File: src/rtl/lpc_target_bridge_pkg.sv
// Shared LPC definitions: start codes, SYNC codes, cycle-type fields, target FSM states.
package lpc_target_bridge_pkg;

    localparam logic [3:0] START_IO       = 4'b0000;
    localparam logic [3:0] START_TPM      = 4'b0101;

    localparam logic [3:0] SYNC_READY     = 4'b0000;
    localparam logic [3:0] SYNC_LONG_WAIT = 4'b0110;
    localparam logic [3:0] SYNC_ERROR     = 4'b1010;
    localparam logic [3:0] LAD_IDLE       = 4'hF;

    localparam int unsigned CT_DIR_BIT = 1;
    localparam int unsigned CT_TYPE_HI = 3;
    localparam int unsigned CT_TYPE_LO = 2;

    typedef enum logic [4:0] {
        ST_IDLE    = 5'd0,
        ST_CYCTYPE = 5'd1,
        ST_ADDR0   = 5'd2,
        ST_ADDR1   = 5'd3,
        ST_ADDR2   = 5'd4,
        ST_ADDR3   = 5'd5,
        ST_WDATA0  = 5'd6,
        ST_WDATA1  = 5'd7,
        ST_TAR0    = 5'd8,
        ST_TAR1    = 5'd9,
        ST_SYNC    = 5'd10,
        ST_RDATA0  = 5'd11,
        ST_RDATA1  = 5'd12,
        ST_FTAR0   = 5'd13,
        ST_FTAR1   = 5'd14
    } lpc_state_e;

    typedef enum logic [1:0] {
        SD_READY = 2'd0,
        SD_WAIT  = 2'd1,
        SD_ERROR = 2'd2
    } sync_dec_e;

    function automatic logic addr_match(input logic [15:0] addr,
                                        input logic [15:0] base,
                                        input logic [15:0] mask);
        return (addr & mask) == (base & mask);
    endfunction

endpackage

File: src/rtl/lpc_target_bridge_sync_timer.sv
// Wait-state counter and ack latch; decides READY / LONG WAIT / ERROR for each SYNC cycle.
import lpc_target_bridge_pkg::*;

module lpc_sync_timer #(
    parameter int unsigned MAX_WAIT = 32
) (
    input  logic      clk_i,
    input  logic      rst_i,
    input  logic      clear_i,
    input  logic      req_i,
    input  logic      ack_i,
    input  logic      eval_i,
    output sync_dec_e dec_o,
    output logic      ack_take_o
);

    logic [7:0] wait_cnt;
    logic       ack_seen;

    // An ack only counts while the request is visible and the cycle is still owned.
    assign ack_take_o = ack_i & req_i & ~clear_i;

    always_comb begin
        if (ack_seen || ack_take_o) begin
            dec_o = SD_READY;
        end else if (wait_cnt < 8'(MAX_WAIT)) begin
            dec_o = SD_WAIT;
        end else begin
            dec_o = SD_ERROR;
        end
    end

    always_ff @(posedge clk_i or posedge rst_i) begin
        if (rst_i) begin
            wait_cnt <= '0;
            ack_seen <= 1'b0;
        end else if (clear_i) begin
            wait_cnt <= '0;
            ack_seen <= 1'b0;
        end else begin
            if (ack_take_o) begin
                ack_seen <= 1'b1;
            end
            if (eval_i && dec_o == SD_WAIT) begin
                wait_cnt <= wait_cnt + 8'd1;
            end
        end
    end

endmodule

File: src/rtl/lpc_target_bridge.sv
// LPC I/O and TPM target: decodes cycles, forwards matches over req/ack, drives SYNC and read data.
import lpc_target_bridge_pkg::*;

module lpc_target_bridge #(
    parameter logic [15:0] IO_BASE  = 16'h0080,
    parameter logic [15:0] IO_MASK  = 16'hFFF0,
    parameter bit          TPM_EN   = 1'b1,
    parameter logic [15:0] TPM_BASE = 16'hD400,
    parameter logic [15:0] TPM_MASK = 16'hF000,
    parameter int unsigned MAX_WAIT = 32
) (
    input  logic        clk_i,
    input  logic        rst_i,
    input  logic        lframe_i,
    input  logic [3:0]  lad_i,
    output logic [3:0]  lad_o,
    output logic        lad_oe_o,
    output logic        req_o,
    output logic        wr_o,
    output logic        tpm_o,
    output logic [15:0] addr_o,
    output logic [7:0]  wdata_o,
    input  logic [7:0]  rdata_i,
    input  logic        ack_i,
    output logic        abort_o,
    output logic        err_o
);

    lpc_state_e  state_q, state_d;
    logic [11:0] addr_sh_q, addr_sh_d;
    logic [3:0]  wlo_q, wlo_d;
    logic [7:0]  rdata_q, rdata_d;
    logic        is_tpm_q, is_tpm_d;
    logic        is_wr_q, is_wr_d;

    logic [3:0]  lad_d;
    logic        oe_d, req_d, wr_d, tpm_d, abort_d, err_d;
    logic [15:0] addr_d;
    logic [7:0]  wdata_d;

    logic [15:0] full_addr;
    logic        addr_hit, start_ok, abort_hit, ack_take;
    sync_dec_e   sync_dec;

    assign full_addr = {addr_sh_q, lad_i};
    assign addr_hit  = is_tpm_q ? (TPM_EN && addr_match(full_addr, TPM_BASE, TPM_MASK))
                                : addr_match(full_addr, IO_BASE, IO_MASK);
    assign start_ok  = (lad_i == START_IO) || (TPM_EN && lad_i == START_TPM);
    assign abort_hit = !lframe_i && state_q != ST_IDLE;

    lpc_sync_timer #(
        .MAX_WAIT (MAX_WAIT)
    ) u_sync_timer (
        .clk_i      (clk_i),
        .rst_i      (rst_i),
        .clear_i    (state_q == ST_IDLE || abort_hit),
        .req_i      (req_o),
        .ack_i      (ack_i),
        .eval_i     (state_q == ST_SYNC),
        .dec_o      (sync_dec),
        .ack_take_o (ack_take)
    );

    always_comb begin
        state_d   = state_q;
        addr_sh_d = addr_sh_q;
        wlo_d     = wlo_q;
        rdata_d   = ack_take ? rdata_i : rdata_q;
        is_tpm_d  = is_tpm_q;
        is_wr_d   = is_wr_q;
        lad_d     = lad_o;
        oe_d      = lad_oe_o;
        req_d     = req_o;
        wr_d      = wr_o;
        tpm_d     = tpm_o;
        addr_d    = addr_o;
        wdata_d   = wdata_o;
        abort_d   = 1'b0;
        err_d     = 1'b0;

        if (abort_hit) begin
            lad_d    = LAD_IDLE;
            oe_d     = 1'b0;
            req_d    = 1'b0;
            abort_d  = req_o | lad_oe_o;
            is_tpm_d = (lad_i == START_TPM);
            state_d  = start_ok ? ST_CYCTYPE : ST_IDLE;
        end else begin
            unique case (state_q)
                ST_IDLE: begin
                    if (!lframe_i && start_ok) begin
                        is_tpm_d = (lad_i == START_TPM);
                        state_d  = ST_CYCTYPE;
                    end
                end
                ST_CYCTYPE: begin
                    if (lad_i[CT_TYPE_HI:CT_TYPE_LO] != 2'b00) begin
                        state_d = ST_IDLE;
                    end else begin
                        is_wr_d = lad_i[CT_DIR_BIT];
                        state_d = ST_ADDR0;
                    end
                end
                ST_ADDR0: begin
                    addr_sh_d = {addr_sh_q[7:0], lad_i};
                    state_d   = ST_ADDR1;
                end
                ST_ADDR1: begin
                    addr_sh_d = {addr_sh_q[7:0], lad_i};
                    state_d   = ST_ADDR2;
                end
                ST_ADDR2: begin
                    addr_sh_d = {addr_sh_q[7:0], lad_i};
                    state_d   = ST_ADDR3;
                end
                ST_ADDR3: begin
                    if (addr_hit) begin
                        addr_d = full_addr;
                        wr_d   = is_wr_q;
                        tpm_d  = is_tpm_q;
                        if (is_wr_q) begin
                            state_d = ST_WDATA0;
                        end else begin
                            req_d   = 1'b1;
                            state_d = ST_TAR0;
                        end
                    end else begin
                        state_d = ST_IDLE;
                    end
                end
                ST_WDATA0: begin
                    wlo_d   = lad_i;
                    state_d = ST_WDATA1;
                end
                ST_WDATA1: begin
                    wdata_d = {lad_i, wlo_q};
                    req_d   = 1'b1;
                    state_d = ST_TAR0;
                end
                ST_TAR0: begin
                    state_d = ST_TAR1;
                end
                // Output drive is registered, so LAD takes 4'hF one cycle before the SYNC code.
                ST_TAR1: begin
                    lad_d   = LAD_IDLE;
                    oe_d    = 1'b1;
                    state_d = ST_SYNC;
                end
                ST_SYNC: begin
                    unique case (sync_dec)
                        SD_READY: begin
                            lad_d   = SYNC_READY;
                            req_d   = 1'b0;
                            state_d = is_wr_q ? ST_FTAR0 : ST_RDATA0;
                        end
                        SD_WAIT: begin
                            lad_d = SYNC_LONG_WAIT;
                        end
                        default: begin
                            lad_d   = SYNC_ERROR;
                            req_d   = 1'b0;
                            err_d   = 1'b1;
                            rdata_d = 8'hFF;
                            state_d = is_wr_q ? ST_FTAR0 : ST_RDATA0;
                        end
                    endcase
                end
                ST_RDATA0: begin
                    lad_d   = rdata_q[3:0];
                    state_d = ST_RDATA1;
                end
                ST_RDATA1: begin
                    lad_d   = rdata_q[7:4];
                    state_d = ST_FTAR0;
                end
                ST_FTAR0: begin
                    lad_d   = LAD_IDLE;
                    oe_d    = 1'b1;
                    state_d = ST_FTAR1;
                end
                ST_FTAR1: begin
                    lad_d   = LAD_IDLE;
                    oe_d    = 1'b0;
                    state_d = ST_IDLE;
                end
                default: begin
                    state_d = ST_IDLE;
                end
            endcase
        end
    end

    always_ff @(posedge clk_i or posedge rst_i) begin
        if (rst_i) begin
            state_q   <= ST_IDLE;
            addr_sh_q <= '0;
            wlo_q     <= '0;
            rdata_q   <= '0;
            is_tpm_q  <= 1'b0;
            is_wr_q   <= 1'b0;
            lad_o     <= LAD_IDLE;
            lad_oe_o  <= 1'b0;
            req_o     <= 1'b0;
            wr_o      <= 1'b0;
            tpm_o     <= 1'b0;
            addr_o    <= '0;
            wdata_o   <= '0;
            abort_o   <= 1'b0;
            err_o     <= 1'b0;
        end else begin
            state_q   <= state_d;
            addr_sh_q <= addr_sh_d;
            wlo_q     <= wlo_d;
            rdata_q   <= rdata_d;
            is_tpm_q  <= is_tpm_d;
            is_wr_q   <= is_wr_d;
            lad_o     <= lad_d;
            lad_oe_o  <= oe_d;
            req_o     <= req_d;
            wr_o      <= wr_d;
            tpm_o     <= tpm_d;
            addr_o    <= addr_d;
            wdata_o   <= wdata_d;
            abort_o   <= abort_d;
            err_o     <= err_d;
        end
    end

endmodule

File: config.mk
export PLATFORM = sky130hd
export DESIGN_NAME = lpc_target_bridge
export DESIGN_NICKNAME = d
export VERILOG_FILES = /design/src/rtl/lpc_target_bridge_pkg.sv /design/src/rtl/lpc_target_bridge_sync_timer.sv /design/src/rtl/lpc_target_bridge.sv
export SDC_FILE = /design/constraint.sdc
export NUM_CORES = 1
export LEC_CHECK = 0
export ABC_AREA = 1
export BUFFER_PORTS_ARGS = -buffer_cell sky130_fd_sc_hd__buf_2
export CAP_MARGIN = 25
export CORE_MARGIN = 1.5
export CORE_UTILIZATION = 59
export CTS_BUF_LIST = sky130_fd_sc_hd__clkbuf_4
export DETAILED_ROUTE_END_ITERATION = 10
export HOLD_SLACK_MARGIN = 0.08
export PLACE_DENSITY_LB_ADDON = 0.12
export SKIP_CTS_REPAIR_TIMING = 1
export SYNTH_ARGS = -nofsm -noshare
export SYNTH_HDL_FRONTEND = slang
export SYNTH_SLANG_ARGS = --single-unit
export TNS_END_PERCENT = 20
File: constraint.sdc
create_clock -name clk_i -period 2.2 [get_ports clk_i]
set_input_delay 0 -clock clk_i [delete_from_list [all_inputs] [get_ports clk_i]]
set_output_delay 0 -clock clk_i [all_outputs]
set_load 0.01 [all_outputs]
# Word level (Yosys, flattened, before mapping)
# Cells that the tools add are included.
totals:
  reg_bits: 74
  inputBits: 16
  out_inout_bits: 34
  wordCells: 115
classes:
  addsub: 1
  n_lt_le_gt_ge: 1
  eq_ne: 22
  mux: 37
  n_bitwise: 6
  reduce_logical: 31
ops:
  columns: ["cell", "n"]
  rows:
  - ["$pmux W5 S14", 1]
  - ["$mux W8", 6]
  - ["$eq A5 B4 Y1 const B", 7]
  - ["$eq A5 B3 Y1 const B", 4]
  - ["$mux W5", 4]
  - ["$mux W1", 16]
  - ["$pmux W4 S4", 1]
  - ["$eq A12 B4 Y1 const B", 1]
  - ["$eq A5 B2 Y1 const B", 2]
  - ["$reduce_and A2 Y1", 5]
  - ["$reduce_bool A2 Y1", 5]
  - ["$reduce_bool A5 Y1", 2]
  - ["$ne A3 B3 Y1 const B", 3]
  - ["$add A8 B1 Y8 const B", 1]
  - ["$lt A8 B6 Y1 const B", 1]
  - ["$mux W4", 2]
  - ["$pmux W4 S2", 1]
  - ["$mux W2", 3]
  - ["$reduce_and A3 Y1", 2]
  - ["$reduce_or A3 Y1", 2]
  - ["$eq A5 B1 Y1 const B", 1]
  - ["$logic_not A5 Y1", 1]
  - ["$eq A4 B3 Y1 const B", 1]
  - ["$eq A4 B4 Y1 const B", 1]
  - ["other kinds (17)", 25]

# Logic depth before layout (Yosys ltp)
depth:
  depth_word: 12
  mapped_depth: 11
  ltp_nobuf: 11

# Modules after synthesis
# Synthesis repeated with hierarchy kept, for this count alone.
hier_totals:
  hier_cells: 409
  area_unflattened_um2: 3549.7
modules_own_cells:
  columns: ["module", "n_inst", "cells_each", "area_each_um2", "seq_area_each_um2"]
  rows:
  - ["lpc_target_bridge", 1, 338, 3004.1, 1606.5]
  - ["lpc_sync_timer", 1, 71, 545.5, 225.2]

# Least setup slack after synthesis
# Ideal clock, no wire load.
synth_path:
  kind: "reg2reg"
  start: "register state_q[1]"
  end: "register wdata_o[0]"
  setup_ns: 0.125
  arrival_time_ns: 1.432
  setup_slack_ns: 0.643
  stages_incl_launch_ff: 8
  n_path_buf: 1
  cell_sequence: "dfrtp_1 > nor2_1 > nand2_2 > nand2_4 > inv_2 > nor2_4 > buf_6 > mux2_4"
synth_via:
  elab_chain_cells: 4
synth_lines:
  columns: ["element", "line_no", "rtl"]
  rows:
  - ["from (decl)", "lpc_target_bridge.sv:29", "lpc_state_e state_q, state_d;"]
  - ["from (signal assigned)", "lpc_target_bridge.sv:211", "state_q <= state_d;"]
  - ["$reduce_bool A5 Y1", "lpc_target_bridge.sv:49", "assign abort_hit = !lframe_i && state_q != ST_IDLE;"]
  - ["$logic_and A1 B1 Y1", "lpc_target_bridge.sv:49", null]
  - ["$not A1 Y1 (no line)", null, null]
  - ["$reduce_and A2 Y1 (no line) *", null, null]
  - ["to (signal assigned)", "lpc_target_bridge.sv:223", "wdata_o <= wdata_d;"]
  - ["to (decl)", "lpc_target_bridge.sv:22", "output logic [7:0] wdata_o,"]
# Mark *: on every way between the ends. The rest lies on a longest branch, timed or not.
# A chain may end at the register's enable or synchronous reset.

# Final worst setup path
layout_path:
  start: "register state_q[0]"
  end: "register addr_o[2]"
layout_via:
  elab_chain_cells: 4
layout_lines:
  columns: ["element", "line_no", "rtl"]
  rows:
  - ["$reduce_bool A5 Y1", "lpc_target_bridge.sv:49", null]
  - ["$logic_and A1 B1 Y1", "lpc_target_bridge.sv:49", null]
  - ["$not A1 Y1 (no line)", null, null]
  - ["$reduce_and A3 Y1 (no line) *", null, null]
  - ["to (signal assigned)", "lpc_target_bridge.sv:222", "addr_o <= addr_d;"]
  - ["to (decl)", "lpc_target_bridge.sv:21", "output logic [15:0] addr_o,"]
# Marks and branches as above.

==> results <==
- The run finished with clean final reports.
- The most numerous cell type found on the critical path is sky130_fd_sc_hd__nand2_1.
- The min-delay analysis places its worst path in the category input port to asynchronous set/reset pin.
- Dividing the detail-routed via count by the number of cells gives 5.17.
- Between clock sinks in the finished design, the worst skew comes to 0.0103 ns.
- The final antenna-violating net count is 0.
- Routability-driven placement finished with a final weighted congestion of 0.903.
- In this run the critical register-to-register path is launched from state_q[0]$_DFFE_PP0P_.
- The maximum number of pins on one net before global-route repair is 32.
- The quantity of I/O buffers inserted on ports is 49.
- Measured against the total synthesized area, the mux share comes to 1.54%.
- After clock tree synthesis, the clock-pin slew on the worst setup and hold paths is 0.12 ns.
- The mapped cell area is 3420 sq um.
- Sequential elements use 53.5% of the synthesized area.
- In this run the count of I/O pins placed on the die edge is 50.
- The capturing element of the worst setup path is addr_o[2]$_DFFE_PP0P_.
- The fmax is 0.509 GHz.
- The element type at the critical path end is a flip-flop.
- The vertical extent of the die is 79.2 um.
- The level count of the clock H-tree is 3.
- The final sum of negative setup slack is 0 ns.
- For this run, the total global-route usage over all layers was measured as 24.5%.
- Wires add up to 7030 um.
- TritonCTS built the clock tree.
- Of the cells placed in the final design, the portion with a size suffix greater than 1 is 25.6%.
- The die covers 6270 sq um.
- The first global-routing pass estimated 11800 um of wire.
- The number of synthesized register bits is 73.
- Along the worst path, the maximum fanout reaches 31.
- The width of the die is 79.2 um.
- Tracing the worst setup path back leads to its startpoint at state_q[0]$_DFFE_PP0P_.
- The count of different cell masters after synthesis is 38.
- The layout overhead on the synthesized area is 18.9%.
- The critical path required time is 2.50 ns.
- The number of slew-limit violations in the final report is 0.
- The post-synthesis instance total is 382.
- The area taken by multi-input logic gates is 1340 sq um.
- The relative max-transition margin is 62.1%.
- Of the total synthesized cell area, the portion taken by XOR and XNOR cells is 0.512%.
- The buffer depth of the longest clock path is 2.
- Together, buffers and inverters on the worst path number 1.
- In this run the register-to-register setup slack is 0.24 ns.
- By startpoint and endpoint, the worst setup path is classified as flip-flop to flip-flop.
- The antenna cell count is 0.
- For the pin with the worst max-slew slack, the measured transition is 0.567 ns.
- The startpoint type of the worst setup path is a flip-flop.
- The area taken by flip-flops and latches is 1830 sq um.
- The peak per-stage delay on the critical path is 0.48 ns.
- After floorplanning, the core was divided into 27 placement rows.
- After synthesis, the largest family of logic cells by area is simple AND/OR/NAND/NOR gates.
- The post-route clock period utilization is 89.2%.
- The critical path goes through nor2_1 > nand2_2 > nand2_4 > nand2_1 > inv_2 > nand3_4 > nand2_1 > o21ai_2.
- The routed layout has 2757 vias.
- The worst register-to-register path ends at addr_o[2]$_DFFE_PP0P_.
- The number of failing hold endpoints at the final stage is 0.
- In the routed design, unresolved DRC markers number 0.
- The number of global-route vias before repair is 2624.
- The mean post-synth cell area is 8.96 sq um.
- The number of warnings printed during yosys synthesis is 0.
- Once layout is done, the placed cells without fillers occupy 4070 sq um.
- Before antenna repair, the detailed router went through 4 iterations.
- The DRC marker count from the first detailed-route iteration is 157.
- The initial utilization of the core area, before any placement, comes to 61.8%.
- The family with the most delay on the worst path is simple AND/OR/NAND/NOR gates.
- Total power for the finished layout comes to 0.00366 W.
- The half-perimeter wire length after placement is 4910 um.
- The cell at the root of the clock tree is sky130_fd_sc_hd__clkbuf_4.
- Clock latency on the worst-skew pair, taken at its later pin, is 0.42 ns.
- The fraction of the mapped netlist area in compound gates is 11.3%.
- The leftover overflow at the end of global routing is 0.
- For this design, the slowest cell found on the critical path is sky130_fd_sc_hd__dfrtp_1.
- The cell area after placement is 3720 sq um.
- The analysis attributes to cell leakage a power of 2.09 nW.
- The path length in cells of the critical path is 8.
- The routed wire length per instance is 13.2 um.
- IR analysis of the VDD net gives a maximum drop of 0.000706 V.
- Max-cap violations in this run came to 0.
- After filler insertion, the fill cell instance count of the layout stands at 427.
- The routed design could run at a clock period as short as 1.96 ns.
- After Yosys synthesis, full adders, half adders and majority gates account for 0.365% of the synthesized area.
- The share of the core filled with cells is 73.5%.
- The final net count is 473.
- The clock net sink count is 73.
- The synthesized netlist devotes 25.4% of its cell area to simple gates.
- The number of nets produced by synthesis is 399.
- After floorplanning, the core was sized to cover 5540 sq um.
- The total power density per cell area is 900 nW/um^2.
- The number of CTS-inserted buffers is 9.
- Setup repair after global routing left no endpoint under its margin.
- The number of cells on the worst reg-to-reg path is 8.
- The number of antenna violations at the first check in global routing is 0.
- The data arrival time of the critical path is 2.27 ns.
- The total of endpoints with negative setup slack in the final report is 0.
-- per-layer routing --
layer	share of wire (%)	global-route usage (%)	up-vias
li1	-	-	1377
met1	45	31.9	1296
met2	49	40.1	69
met3	4.4	4.25	15
met4	2.0	11.4	0
met5	0	0	-
-- report_power, final --
part	total (W)	switching, W	internal (W)
logic	0.000864	0.000554	0.000310
registers	0.00176	0.000158	0.00160
clock network	0.00104	0.000460	0.000584
total	0.00366	0.00117	0.00249
-- area by class of cell --
type / count / share of cell area [%]
Clock buffer: 10 / 1.84
Multi-Input combinational cell: 254 / 32.8
Timing Repair Buffer: 71 / 11.1
Inverter: 47 / 4.33
Clock inverter: 6 / 2.64
Tap cell: 72 / 2.21
Sequential cell: 73 / 45.0
-- worst min-delay path by stage --
stage / start / endpoint / cells after the start
2_1_floorplan: rdata_i[0] / rdata_q[0]$_DFF_PP0_ / 2
3_3_place_gp: rst_i / u_sync_timer.wait_cnt[3]$_DFFE_PP0P_ / 2
3_5_place_dp: rst_i / u_sync_timer.wait_cnt[3]$_DFFE_PP0P_ / 2
4_1_cts: rst_i / u_sync_timer.wait_cnt[3]$_DFFE_PP0P_ / 2
5_1_grt: rst_i / u_sync_timer.wait_cnt[4]$_DFFE_PP0P_ / 3
6_report: rst_i / addr_o[13]$_DFFE_PP0P_ / 3
-- synthesized netlist by cell type (all sizes together) --
master,number,area (sq um)
nand2,97,382
dfrtp,69,1730
nor2,50,223
inv,46,173
o21ai,34,219
nand3,19,120
a21oi,17,85.1
nand4,8,65.1
nor3,7,40.0
buf,6,61.3
o211ai,5,37.5
dfstp,4,105
mux2,4,52.6
and2,3,18.8
a31oi,2,12.5
clkbuf,2,17.5
a22o,1,10.0
clkinv,1,3.75
ha,1,12.5
nand3b,1,20.0
o21a,1,7.51
o22ai,1,6.26
o31ai,1,7.51
xnor2,1,8.76
xor2,1,8.76
-- tightest hold or removal path, delay by kind of cell --
family / cells / cell delay [ns]
buffers and inverters: 3 / 1.06
-- sequential cells by signal, summed over array words and instances, names as in the netlist, 4 cells and up --
| name | flops |
|---|---|
| addr_o | 16 |
| addr_sh_q | 12 |
| rdata_q | 8 |
| u_sync_timer.wait_cnt | 8 |
| wdata_o | 8 |
| lad_o | 4 |
| state_q | 4 |
| wlo_q | 4 |
-- layout by cell type, fill, tap and decap left out, types with 2 or more instances in the layout --
| cell | synthesis | routed |
|---|---|---|
| sky130_fd_sc_hd__dfrtp_1 | 69 | 69 |
| sky130_fd_sc_hd__nor2_2 | 8 | 8 |
| sky130_fd_sc_hd__dlygate4sd3_1 | 0 | 17 |
| sky130_fd_sc_hd__buf_4 | 0 | 5 |
| sky130_fd_sc_hd__nand3_1 | 17 | 17 |
| sky130_fd_sc_hd__o21ai_2 | 13 | 13 |
| sky130_fd_sc_hd__inv_1 | 41 | 40 |
| sky130_fd_sc_hd__inv_2 | 5 | 6 |
| sky130_fd_sc_hd__o21ai_0 | 21 | 21 |
| sky130_fd_sc_hd__buf_2 | 1 | 49 |
| sky130_fd_sc_hd__clkbuf_4 | 0 | 10 |
| sky130_fd_sc_hd__and2_1 | 2 | 2 |
| sky130_fd_sc_hd__nand4_1 | 7 | 7 |
| sky130_fd_sc_hd__a31oi_1 | 2 | 2 |
| sky130_fd_sc_hd__nor2_4 | 2 | 2 |
| sky130_fd_sc_hd__nor2_1 | 40 | 40 |
| sky130_fd_sc_hd__mux2_4 | 2 | 2 |
| sky130_fd_sc_hd__bufinv_16 | 0 | 3 |
| sky130_fd_sc_hd__nor3_1 | 6 | 6 |
| sky130_fd_sc_hd__nand2_1 | 92 | 92 |
| sky130_fd_sc_hd__nand2_2 | 4 | 4 |
| sky130_fd_sc_hd__dfstp_2 | 4 | 4 |
| sky130_fd_sc_hd__nand3_4 | 2 | 2 |
| sky130_fd_sc_hd__clkinv_2 | 0 | 2 |
| sky130_fd_sc_hd__a21oi_1 | 17 | 17 |
| sky130_fd_sc_hd__mux2_2 | 2 | 2 |
| sky130_fd_sc_hd__o211ai_1 | 5 | 5 |
-- per-stage QoR --
| step | instances | hold WS [ns] | worst slack, ns |
|---|---|---|---|
| after floorplan | 382 | 0.134 | 0.353 |
| after global placement | 500 | 0.0813 | 0.385 |
| after detailed placement | 500 | 0.0952 | 0.290 |
| after CTS | 516 | -0.368 | 0.239 |
| after global routing | 533 | 0.203 | 0.0484 |
| final | 533 | 0.158 | 0.237 |
-- logic make-up (layout without fill, tap and decap cells) --
logic type | after synthesis | after routing
adder cells (fa/ha/maj) | 1 | 1
flip-flops | 73 | 73
XOR/XNOR | 2 | 2
AND/OR/NAND/NOR | 185 | 185
AO/OA/AOI/OAI | 62 | 62
multiplexers | 4 | 4
buffers and inverters | 55 | 134
(Power assumes the default switching activity.)
